==> config.mk <==
export PLATFORM = sky130hd
export DESIGN_NAME = mmio_timer_array
export DESIGN_NICKNAME = d
export VERILOG_FILES = /design/src/rtl/mmio_timer_array.sv
export SDC_FILE = /design/constraint.sdc
export NUM_CORES = 1
export LEC_CHECK = 0
export ABC_AREA = 1
export CAP_MARGIN = 15
export CORE_ASPECT_RATIO = 1.5
export CORE_UTILIZATION = 56
export CTS_CLUSTER_DIAMETER = 30
export CTS_CLUSTER_SIZE = 16
export DETAILED_ROUTE_END_ITERATION = 8
export GPL_TIMING_DRIVEN = 0
export PLACE_DENSITY = 0.83
export SLEW_MARGIN = 10
export SYNTH_ARGS = -nofsm -noshare
export SYNTH_HDL_FRONTEND = slang
export SYNTH_SLANG_ARGS = --single-unit
==> constraint.sdc <==
create_clock -name clock -period 10.4 [get_ports clock]
set_input_delay 1.56 -clock clock [delete_from_list [all_inputs] [get_ports clock]]
set_output_delay 1.56 -clock clock [all_outputs]
set_load 0.005 [all_outputs]
==> src/rtl/mmio_timer_array.sv <==
// Multi-channel memory-mapped timer: shared prescaler tick, per-channel counter with
// compare match, one-shot or auto-reload, sticky pending flag and a combined irq.
module mmio_timer_array #(
    parameter int NUM_CH    = 4,
    parameter int CNT_WIDTH = 32,
    parameter int PRESCALE  = 50
) (
    input  logic        clock,
    input  logic        reset,
    input  logic        sel,
    input  logic        we,
    input  logic        re,
    input  logic [31:0] addr,
    input  logic [31:0] din,
    output logic [31:0] dout,
    output logic        irq
);

    localparam int PS_W = (PRESCALE > 1) ? $clog2(PRESCALE) : 1;
    localparam logic [PS_W-1:0]      PS_LAST = PS_W'(PRESCALE - 1);
    localparam logic [PS_W-1:0]      PS_ONE  = PS_W'(1);
    localparam logic [CNT_WIDTH-1:0] CNT_ONE = CNT_WIDTH'(1);

    localparam logic [1:0] REG_CTRL    = 2'd0;
    localparam logic [1:0] REG_COUNT   = 2'd1;
    localparam logic [1:0] REG_COMPARE = 2'd2;
    localparam logic [1:0] REG_STATUS  = 2'd3;

    logic [PS_W-1:0]   prescale_reg;
    logic              tick;
    logic [3:0]        ch_sel;
    logic [1:0]        reg_sel;
    logic              wr_en;
    logic [NUM_CH-1:0] pending_vec;
    logic [NUM_CH-1:0] irq_en_vec;
    logic [31:0]       ch_rd [NUM_CH];
    logic [31:0]       rd_data;
    logic              unused_bits;

    assign ch_sel      = addr[7:4];
    assign reg_sel     = addr[3:2];
    assign wr_en       = sel & we;
    assign tick        = (prescale_reg == PS_LAST);
    assign unused_bits = ^{addr[31:8], addr[1:0], din};

    always_ff @(posedge clock or posedge reset) begin
        if (reset) begin
            prescale_reg <= '0;
        end else if (tick) begin
            prescale_reg <= '0;
        end else begin
            prescale_reg <= prescale_reg + PS_ONE;
        end
    end

    generate
        for (genvar gi = 0; gi < NUM_CH; gi++) begin : g_ch
            logic                 en_reg;
            logic                 autoreload_reg;
            logic                 irq_en_reg;
            logic                 pending_reg;
            logic [CNT_WIDTH-1:0] count_reg;
            logic [CNT_WIDTH-1:0] compare_reg;
            logic                 hit;
            logic                 match;

            assign hit   = wr_en && (ch_sel == 4'(gi));
            assign match = tick && en_reg && (count_reg == compare_reg);

            // Later assignments win: a match beats a clear, a bus write beats the tick update.
            always_ff @(posedge clock or posedge reset) begin
                if (reset) begin
                    en_reg         <= 1'b0;
                    autoreload_reg <= 1'b0;
                    irq_en_reg     <= 1'b0;
                    pending_reg    <= 1'b0;
                    count_reg      <= '0;
                    compare_reg    <= '0;
                end else begin
                    if (hit && reg_sel == REG_STATUS && din[0]) begin
                        pending_reg <= 1'b0;
                    end
                    if (match) begin
                        pending_reg <= 1'b1;
                    end
                    if (tick && en_reg) begin
                        if (match) begin
                            count_reg <= '0;
                            en_reg    <= autoreload_reg;
                        end else begin
                            count_reg <= count_reg + CNT_ONE;
                        end
                    end
                    if (hit && reg_sel == REG_CTRL) begin
                        en_reg         <= din[0];
                        autoreload_reg <= din[1];
                        irq_en_reg     <= din[2];
                    end
                    if (hit && reg_sel == REG_COUNT) begin
                        count_reg <= din[CNT_WIDTH-1:0];
                    end
                    if (hit && reg_sel == REG_COMPARE) begin
                        compare_reg <= din[CNT_WIDTH-1:0];
                    end
                end
            end

            assign ch_rd[gi] = (reg_sel == REG_CTRL)    ? {29'd0, irq_en_reg, autoreload_reg, en_reg} :
                               (reg_sel == REG_COUNT)   ? 32'(count_reg) :
                               (reg_sel == REG_COMPARE) ? 32'(compare_reg) :
                                                          {31'd0, pending_reg};
            assign pending_vec[gi] = pending_reg;
            assign irq_en_vec[gi]  = irq_en_reg;
        end
    endgenerate

    // Channels beyond NUM_CH never match and read back as zero.
    always_comb begin
        rd_data = '0;
        for (int i = 0; i < NUM_CH; i++) begin
            if (ch_sel == 4'(i)) begin
                rd_data = ch_rd[i];
            end
        end
    end

    always_ff @(posedge clock or posedge reset) begin
        if (reset) begin
            dout <= '0;
            irq  <= 1'b0;
        end else begin
            if (sel && re) begin
                dout <= rd_data;
            end
            irq <= |(pending_vec & irq_en_vec);
        end
    end

endmodule

==> flow_metrics.env <==
export IMPL_synth_edf_count=0
export IMPL_cts_sinks=311
export IMPL_ctsResizeCount=0
export IMPL_start_util_pct=57.3
export IMPL_ys_warn_count=0
export IMPL_die_h_um=238
export IMPL_layout_common_cells="nand2_1 (942), inv_1 (338), dfrtp_1 (311)"
export IMPL_fin_nets=3295
export IMPL_drt_iter0_drc=4049
export IMPL_hold_viol=0
export IMPL_synth_cell_types=46
export IMPL_maxCapViolations=0
export IMPL_cts_hold_buf=0
export IMPL_rows=85
export IMPL_async_flop_share_pct=100
export IMPL_endpoint_kind="register"
export IMPL_avgSynthCellArea_um2=6.74
export IMPL_drt_wl_total_um=102000
export IMPL_via_per_inst=6.43
export IMPL_clock_path_buffers=3
export IMPL_wl_per_cell_um=27.1
export IMPL_hold_path_class="reg2reg"
export IMPL_peakVddDrop_uv=150
export IMPL_rsz0062_at_grt="no"
export IMPL_slew_viol_final=0
export IMPL_die_w_um=159
export IMPL_cts_made_buffers=67
export IMPL_drive_gt1_share_pct=6.60
export IMPL_p_leak_nw=11.1
export IMPL_finalSetupTns_ps=0
export IMPL_clkTransAtPathRegs_ps=50
export IMPL_netlist_area_um2=20700
export IMPL_gp_congestion=1.33
export IMPL_clock_latency_ps=610
export IMPL_critical_path_arrival_ps=4960
export IMPL_post_cts_setup_buffer_count=0
export IMPL_area_growth_pct=18.5
export IMPL_ios=102
export IMPL_netlist_instances=3074
export IMPL_timing_fmax_mhz=220
export IMPL_grt_pass1_vias=23300
export IMPL_ys_seq_area_share_pct=37.6
export IMPL_drc=21
export IMPL_post_route_min_period_ps=4560
export IMPL_synth_ff_type="dfrtp_1"
export IMPL_tightest_slew_ps=1250
export IMPL_grt_max_degree=114
export IMPL_antenna_found_initial=17
export IMPL_core_area_um2=36200
export IMPL_slew_headroom_pct=16.5
export IMPL_path_class="in2reg"
export IMPL_post_route_period_util_pct=43.8
export IMPL_syn_num_nets=3149
export IMPL_status="complete, but fails checks"
export IMPL_ys_ff_latch=311
export IMPL_h_tree_depth=3
export IMPL_start_kind="input port"
export IMPL_layout_commonest_cell="nand2_1"
export IMPL_final_core_util_pct=67.9
export IMPL_cts_root_buf="clkbuf_16"
export IMPL_setup_viol=0
export IMPL_violations="DRC"
export IMPL_path_max_fanout=10
export IMPL_worst_ep_required_time_ps=10810
export IMPL_skew_ps=19.3
export IMPL_cts_tree="built"
export IMPL_vias=24200
export IMPL_grt_first_pass_wirelength_um=148000
export IMPL_gr_total_overflow=0
export IMPL_portBuffers=74
export IMPL_p_per_area_nw_per_um2=185
export IMPL_die_area_um2=37800
export IMPL_grt_usage_pct=54.6
export IMPL_post_dp_hpwl_um=73100
export IMPL_ant_nets=0
export IMPL_first_pass_iters=9
-- routing by layer --
layer	part of all wire, %	up-vias	track usage (%)
li1	-	10200	-
met1	31	11200	57.8
met2	42	2072	79.8
met3	14	677	22.8
met4	12	12	56.2
met5	0.081	-	0
-- cells by family (layout without fill, tap and decap cells) --
kind of cell | Yosys count | count (layout) | share of synthesized area [%]
AOI/OAI and AO/OA | 481 | 481 | 12.9
xor gates and xnor gates | 169 | 169 | 7.14
adders and majority gates | 6 | 6 | 0.362
buffers and inverters | 492 | 691 | 9.48
DFF | 311 | 311 | 37.6
other | 0 | 11 | 0
and+or+nand+nor | 1615 | 1615 | 32.6
-- per-stage QoR --
| stage | cell area (µm²) | instances | hold WS [ps] | power (mW) | setup slack, ps |
|---|---|---|---|---|---|
| global placement | 22100 | 3626 | 470 | 2.16 | -3790 |
| detailed placement | 22100 | 3628 | 479 | 2.19 | 5240 |
| global route | 24500 | 3752 | 512 | 4.63 | 6010 |
| floorplan | 20700 | 3074 | 453 | 1.89 | 239 |
| CTS | 24500 | 3750 | 490 | 4.46 | 5850 |
| finish | 24600 | 3762 | 494 | 4.55 | 5840 |
-- path summary, 6_finish.rpt --
check                           startpoint                       to  slack, ps  cells after the start
hold / removal                    dout[21]                 dout[21]        490                      2
setup reg to reg           prescale_reg[1]    g_ch[0].count_reg[24]       7640                     13
max in group asynchronous            reset    g_ch[2].count_reg[11]       7730                      3
setup / recovery                   addr[2]                 dout[27]       5840                      8
hold reg to reg                   dout[21]                 dout[21]        490                      2
min in group asynchronous            reset  g_ch[1].compare_reg[21]       1530                      2
-- synth_stat cells (all sizes together), types with 64 or more instances --
| master | count | area (µm²) |
|---|---|---|
| a21oi | 82 | 410 |
| buf | 65 | 349 |
| clkbuf | 82 | 320 |
| dfrtp | 311 | 7780 |
| inv | 343 | 1290 |
| nand2 | 952 | 3610 |
| nand3 | 191 | 976 |
| nand4 | 74 | 463 |
| nor2 | 318 | 1240 |
| nor3 | 64 | 345 |
| o21ai | 276 | 1380 |
| o22ai | 69 | 432 |
| xnor2 | 92 | 806 |
| xor2 | 77 | 674 |
-- power by group --
group	internal (mW)	leakage [nW]	switching, mW	total, mW
sequential	1.32	4.14	0.131	1.45
clock	1.55	1.16	0.762	2.31
combinational	0.260	5.85	0.518	0.779
-- final cells by class --
| cell class | instances | area [µm²] |
|---|---|---|
| Clock buffer | 88 | 1890 |
| Sequential cell | 311 | 7780 |
| Buffer | 147 | 669 |
| Fill cell | 3145 | 11600 |
| Tap cell | 478 | 598 |
| Timing Repair Buffer | 77 | 807 |
| Inverter | 345 | 1300 |
| Clock inverter | 34 | 504 |
| Multi-Input combinational cell | 2271 | 11000 |
| Antenna cell | 11 | 27.5 |
-- worst max-delay path, stage by stage --
cell and delay (ps):
clkdlybuf4s50_1 640, inv_1 250, nand2_1 290, buf_2 460, buf_1 680, o22ai_1 200, a21oi_1 550, a41oi_1 300
Power figures use the tool's default switching activity.
